--- src/rtl/mux_scan.sv ---
// mux_scan: NCH-channel valid/ready multiplexer with fixed-select and
// round-robin scan modes, feeding a single-entry registered output stage.
module mux_scan #(
   parameter int unsigned WIDTH = 1,
   parameter int unsigned NCH   = 4,
   parameter int unsigned SELW  = 2
) (
   input  logic                 clk,
   input  logic                 rst_n,
   input  logic [NCH*WIDTH-1:0] in_data,
   input  logic [NCH-1:0]       in_valid,
   output logic [NCH-1:0]       in_ready,
   input  logic                 mode,
   input  logic [SELW-1:0]      sel,
   output logic [WIDTH-1:0]     out_data,
   output logic [SELW-1:0]      out_ch,
   output logic                 out_valid,
   input  logic                 out_ready
);

   localparam int unsigned LAST_CH = NCH - 1;

   logic [SELW-1:0]  ptr;
   logic             grant_valid;
   logic [SELW-1:0]  grant_idx;
   logic [WIDTH-1:0] grant_word;
   logic             load;

   // Arbitration: fixed select, or first valid channel searching from ptr
   always_comb begin
      int unsigned j;
      grant_valid = 1'b0;
      grant_idx   = '0;
      j           = 0;
      if (!mode) begin
         // sel values at or beyond NCH match no channel and so never grant
         for (int unsigned i = 0; i < NCH; i++) begin
            if (SELW'(i) == sel && in_valid[i]) begin
               grant_valid = 1'b1;
               grant_idx   = SELW'(i);
            end
         end
      end else begin
         for (int unsigned k = 0; k < NCH; k++) begin
            j = (32'(ptr) + k) % NCH;
            if (!grant_valid && in_valid[j]) begin
               grant_valid = 1'b1;
               grant_idx   = SELW'(j);
            end
         end
      end
   end

   // Word carried by the granted channel
   always_comb begin
      grant_word = '0;
      for (int unsigned i = 0; i < NCH; i++) begin
         if (SELW'(i) == grant_idx) begin
            grant_word = in_data[i*WIDTH +: WIDTH];
         end
      end
   end

   assign load = (!out_valid || out_ready) && grant_valid;

   // One-hot handshake back to the granted channel; held low during reset
   always_comb begin
      in_ready = '0;
      for (int unsigned i = 0; i < NCH; i++) begin
         in_ready[i] = rst_n && load && (grant_idx == SELW'(i));
      end
   end

   // Round-robin pointer advances past the winner only on a scan-mode load
   always_ff @(posedge clk or negedge rst_n) begin
      if (!rst_n) begin
         ptr <= '0;
      end else if (load && mode) begin
         ptr <= (grant_idx == SELW'(LAST_CH)) ? '0 : grant_idx + SELW'(1);
      end
   end

   // Single-entry output register: load, drain, or hold under backpressure
   always_ff @(posedge clk or negedge rst_n) begin
      if (!rst_n) begin
         out_valid <= 1'b0;
         out_data  <= '0;
         out_ch    <= '0;
      end else if (load) begin
         out_valid <= 1'b1;
         out_data  <= grant_word;
         out_ch    <= grant_idx;
      end else if (out_ready) begin
         out_valid <= 1'b0;
      end
   end

endmodule

--- config.mk ---
export PLATFORM = sky130hd
export DESIGN_NAME = mux_scan
export DESIGN_NICKNAME = d
export VERILOG_FILES = /design/src/rtl/mux_scan.sv
export SDC_FILE = /design/constraint.sdc
export NUM_CORES = 1
export LEC_CHECK = 0
export CAP_MARGIN = 20
export CORE_ASPECT_RATIO = 0.75
export CORE_MARGIN = 2
export CORE_UTILIZATION = 30
export CTS_CLUSTER_SIZE = 25
export DETAILED_ROUTE_END_ITERATION = 8
export DONT_BUFFER_PORTS = 1
export GPL_TIMING_DRIVEN = 0
export SYNTH_ARGS = -nofsm -noshare
export SYNTH_HDL_FRONTEND = slang
export SYNTH_SLANG_ARGS = --single-unit
--- constraint.sdc ---
create_clock -name clk -period 5.68 [get_ports clk]
set_clock_uncertainty 0.2 [all_clocks]
set_input_delay 0.852 -clock clk [delete_from_list [all_inputs] [get_ports clk]]
set_output_delay 0.852 -clock clk [all_outputs]
set_load 0.02 [all_outputs]
; Word-level counts from Yosys, hierarchy flattened
; Index checks and enable logic that the tools add are counted.
[classes]
addsub = 4
n_lt_le_gt_ge = 4
n_eq_ne = 9
n_mux = 35
reduce_logical = 22
[ops]
columns = op, n
row1 = $mux W1, 23
row2 = $mux W2, 8
row3 = $logic_and A1 B1 Y1, 14
row4 = $lt A2 B3 Y1 const B, 4
row5 = $bmux W1 S2, 4
row6 = $eq A2 B2 Y1 const A, 4
row7 = $add A2 B1 Y2 const B, 2
row8 = $add A2 B2 Y2 const B, 2
row9 = $eq A1 B2 Y1 const A, 2
row10 = $eq A2 B2 Y1 const B, 2
row11 = $logic_not A1 Y1, 4
row12 = $logic_not A2 Y1, 2
row13 = $eq A2 B1 Y1 const B, 1
row14 = $reduce_bool A2 Y1, 1
row15 = $logic_or A1 B1 Y1, 1
[totals]
reg_bits = 6
inputBits = 14
output_inout_bits = 8
elab_cells = 78

; Longest topological paths before layout
[logic_depth]
ltp_word = 21
mapped_depth = 12
depth_no_buf = 11

; Least setup slack after synthesis
; No wires, ideal clock.
[synth_path]
kind = input-to-output
startpoint = input in_valid[0]
endpoint = output in_ready[1]
arrival_time_ns = 2.485
required_time_ns = 4.628
path_slack_ns = 2.143
path_stages = 7
path_buffers = 0
cell_sequence = nand2b_1 > or4b_1 > a21o_1 > a311oi_2 > inv_1 > ha_1 > and3_1
[synth_between]
word_cells_on_any_way = 36
classes_between = eq/ne: 1 / mux: 25 / reduce/logical: 10
[synth_rtl]
columns = element, line_no
row1 = from (decl), 11  ; input logic [NCH-1:0] in_valid,
row2 = $bmux W1 S2, 46  ; if (!grant_valid && in_valid[j]) begin
row3 = $mux W1 (not written as such), 46
row4 = $mux W1, 46
row5 = $mux W1, 35  ; if (!mode) begin
row6 = $logic_not A1 Y1, 46
row7 = $logic_and A1 B1 Y1, 46
row8 = $mux W1, 46
row9 = $mux W1, 35
row10 = [3 not listed], --
row11 = $mux W1, 35
row12 = $logic_not A1 Y1, 46
row13 = $logic_and A1 B1 Y1, 46
row14 = $mux W2 *, 46
row15 = $mux W2 *, 35
row16 = named net grant_idx[1], 25  ; logic [SELW-1:0] grant_idx;
row17 = $eq A2 B1 Y1 *, 70  ; in_ready[i] = rst_n && load && (grant_idx == SELW'(i));
row18 = $logic_and A1 B1 Y1 *, 70
row19 = to (decl), 12  ; output logic [NCH-1:0] in_ready,
; The timed path passes the listed nets; every way through them passes the cells marked *. The select of a mux whose other input is x is not followed.

; Worst setup path in the final report
; Ends and elaborated chain as after synthesis.

==> results.md <==
* Slowest CP cell: or4b_1
* Seq/Total Area, Yosys at a little under a quarter
* Core area at roughly 2000 µm²
* Final wirelength at 1430 µm
* Worst-Skew Late Latency at 0.24 ns
* Worst Tran Pin Value at 0.599 ns
* Die width at 57.9 µm
* Delay-heaviest family, CP: simple AND/OR/NAND/NOR gates
* Crit-path cells: nand2b_1, or4b_1, a21o_1, a311oi_2, inv_1, ha_1, and3_1
* Gpl congestion at 0.736
* Hpwl dp at about 1100 µm
* Total global routing overflow at 0
* Vias in the first global route at 530
* Leak at 0.311 nW
* Sink Count at 6
* Layout cells sized above 1 at 20.5%
* Top post-synthesis cells by area: dfrtp_1 23%, ha_1 7.7%, mux2_2 6.9%
* CP startpoint: in_valid[0]
* Peak supply drop at 118 µV
* Slowest Stage Delay on Critical Path at 0.47 ns
* Ys async rst share at 100%
* Via count at about 560
* Hold-fix buffers at CTS at 0
* WP data required at 4.63 ns
* Min-delay worst type: input port to asynchronous set/reset pin
* Reg-to-reg critical path startpoint: ptr[0]$_DFFE_PN0P_
* CTS root buffer: clkbuf_4
* CP Capture Type: output port
* Top_reg_cell synth: dfrtp_1
* Critical path fanouts, max at 4
* Kind of critical path: input port to output port
* Fill count at approximately 210
* # resized after CTS at 0
* FP Rows at 14
* Gate Count Post-Synth at 75
* Final setup viols at 0
* Fin crit share at 65.0%
* Max H-tree Level at 1
* Post-Synthesis Cell Area at approximately 650 µm²
* Total Negative Setup Slacks at 0 ns
* P_sw at 0.0000861 W
* Final Core Density at 34.7%
* Combinational power share at between 40% and 50%
* Die extent in y at roughly 44 µm
* Final-stage net count at 98
* DRC Markers at 0
* Routed Antenna Nets at 0
* Synthesis Warnings at 0
* Synth top area share at a little under a quarter
* Max-slew violation count at 0
* IO buf count at 0
* Tot GR Track Use at 12.7%
* Seq pwr share at 35.6%
* F_max at 271 MHz
* Worst slew margin at 59.0%
* Final Hold Viols at 0
* Maxcap violations at 0
* Initial antenna violation count at 0
* Outcome: finished, final reports clean
* RSZ-0062 raised after global routing: false
* EDFF count, synth at 0
* Post-Syn Nets at 93
* Boundary Pins at 22
* Setup bufs post-CTS at 0
* Pwr per Cell Area at 301 nW/µm²
* Startpoint types: input port
* First-pass GRT wire length at ~2500 µm
* Worst path bufs/invs at 1
* CTS buffer count at 3
* Register area at 150 µm²
* Longest Clk Path Bufs at 2
* Largest net degree at the start of global routing at 11
* Via-per-instance ratio at 5.51
* CTS tree: built
* Antenna Cells at 0
* CTS clk-pin slew, worst paths at ~0.05 ns
* Mean Syn Cell Area at around 8.7 µm²
* Area delta synth->final at 8.05%
* Area leader, netlist: dfrtp_1
* Initial Util at 32.1%
* Post-layout min period at 3.69 ns
* Clock power share at about 18%
* DR pass1 iterations at 2
* WL/cell at 14.1 µm
* Synth unique cells at 37
* Die ar. at between 2000 and 3000 µm²
* Crit path DAT at 2.64 ns
* Final Total Pwr at around 0.00021 W
* Flops & latches, synth at 6
* Multi-input gate area at ~450 µm²
* Internal power at 0.000126 W
* Sw frac at 40.5%
* 1st-iter DRT viols at 7
routing by layer:
| metal | up-vias | track usage [%] | share of wire (%) |
|---|---|---|---|
| met3 | 0 | 4.68 | 3.1 |
| li1 | 283 | - | - |
| met4 | 0 | 1.40 | 0 |
| met5 | - | 0 | 0 |
| met2 | 8 | 20.5 | 47 |
| met1 | 271 | 16.9 | 49 |
worst reg2reg max path, stage by stage, from the launching register on:
cell and delay, ns:
dfrtp_1 0.38, buf_6 0.14, or4b_1 0.50, a21o_1 0.20, a311oi_2 0.42, inv_1 0.11
ha_1 0.22, nand3b_1 0.16, a21oi_1 0.15, a21oi_1 0.06, o211ai_1 0.15, o21a_1 0.14
cell usage after synthesis (2+ instances only):
| library cell | instances |
|---|---|
| nor4_1 | 2 |
| dfrtp_1 | 6 |
| mux2_2 | 4 |
| nand2_1 | 6 |
| o21ai_0 | 4 |
| buf_2 | 2 |
| nand3b_1 | 2 |
| a21oi_1 | 5 |
| nor2_1 | 2 |
| nor3b_1 | 3 |
| inv_1 | 5 |
| and3_1 | 4 |
| mux2_1 | 2 |
| ha_1 | 4 |
| and2b_1 | 2 |
final cells by class:
type	instances	area share, %
Buffer	5	4.26
Clock buffer	3	3.19
Inverter	5	2.66
Multi-Input combinational cell	59	64.4
Sequential cell	6	21.3
Tap cell	24	4.26
logic make-up after synthesis:
group	Yosys count	share of synthesized area, %
flip-flops	6	23.0
AND/OR/NAND/NOR	29	27.4
AO/OA/AOI/OAI	18	19.2
buffers and inverters	10	7.47
multiplexers	8	15.3
adder cells (fa/ha/maj)	4	7.66
path summary, 6_finish.rpt:
| kind | end | slack (ns) | depth (start not counted) |
|---|---|---|---|
| setup / recovery | in_ready[1] | 1.99 | 7 |
| hold / removal | out_data$_DFFE_PN0N_ | 0.10 | 0 |
| setup reg to reg | out_data$_DFFE_PN0N_ | 2.80 | 11 |
| hold reg to reg | out_ch[1]$_DFFE_PN0N_ | 0.44 | 1 |
| max in group asynchronous | ptr[1]$_DFFE_PN0P_ | 5.10 | 0 |
| min in group clk | out_ch[1]$_DFFE_PN0N_ | 0.44 | 1 |
power by group through the flow:
| stage | Combinational, W | Clock [W] | Sequential [W] |
|---|---|---|---|
| 4_1_cts | 0.0000990 | 0.0000404 | 0.0000759 |
| 5_1_grt | 0.000114 | 0.0000426 | 0.0000775 |
| 3_3_place_gp | 0.0000969 | 0 | 0.0000763 |
| 3_5_place_dp | 0.0000988 | 0 | 0.0000767 |
| 6_report | 0.0000984 | 0.0000385 | 0.0000757 |
| 2_1_floorplan | 0.0000828 | 0 | 0.0000737 |
per-stage QoR:
step,cell area [µm²],instances,hold slack (ns),worst slack [ns]
final,706,102,0.102,1.99
after global routing,706,102,0.0842,1.79
after CTS,706,102,0.0931,1.97
after detailed placement,683,99,0.357,1.97
after global placement,683,99,0.357,1.99
after floorplan,653,75,0.356,2.14
cells in the final DEF (no fill, tap or decap), types with 3 or more instances in the layout:
cell type,instances
nor3b_1,3
mux2_2,4
o21ai_0,4
nand2_1,6
ha_1,4
dfrtp_1,6
and3_1,4
a21oi_1,5
clkbuf_4,3
inv_1,5
flip-flops by register name, summed over array words and instances (netlist names):
signal / flops
out_valid: 1
out_ch: 2
out_data: 1
ptr: 2
No activity file was read; power rests on OpenSTA's default activity.
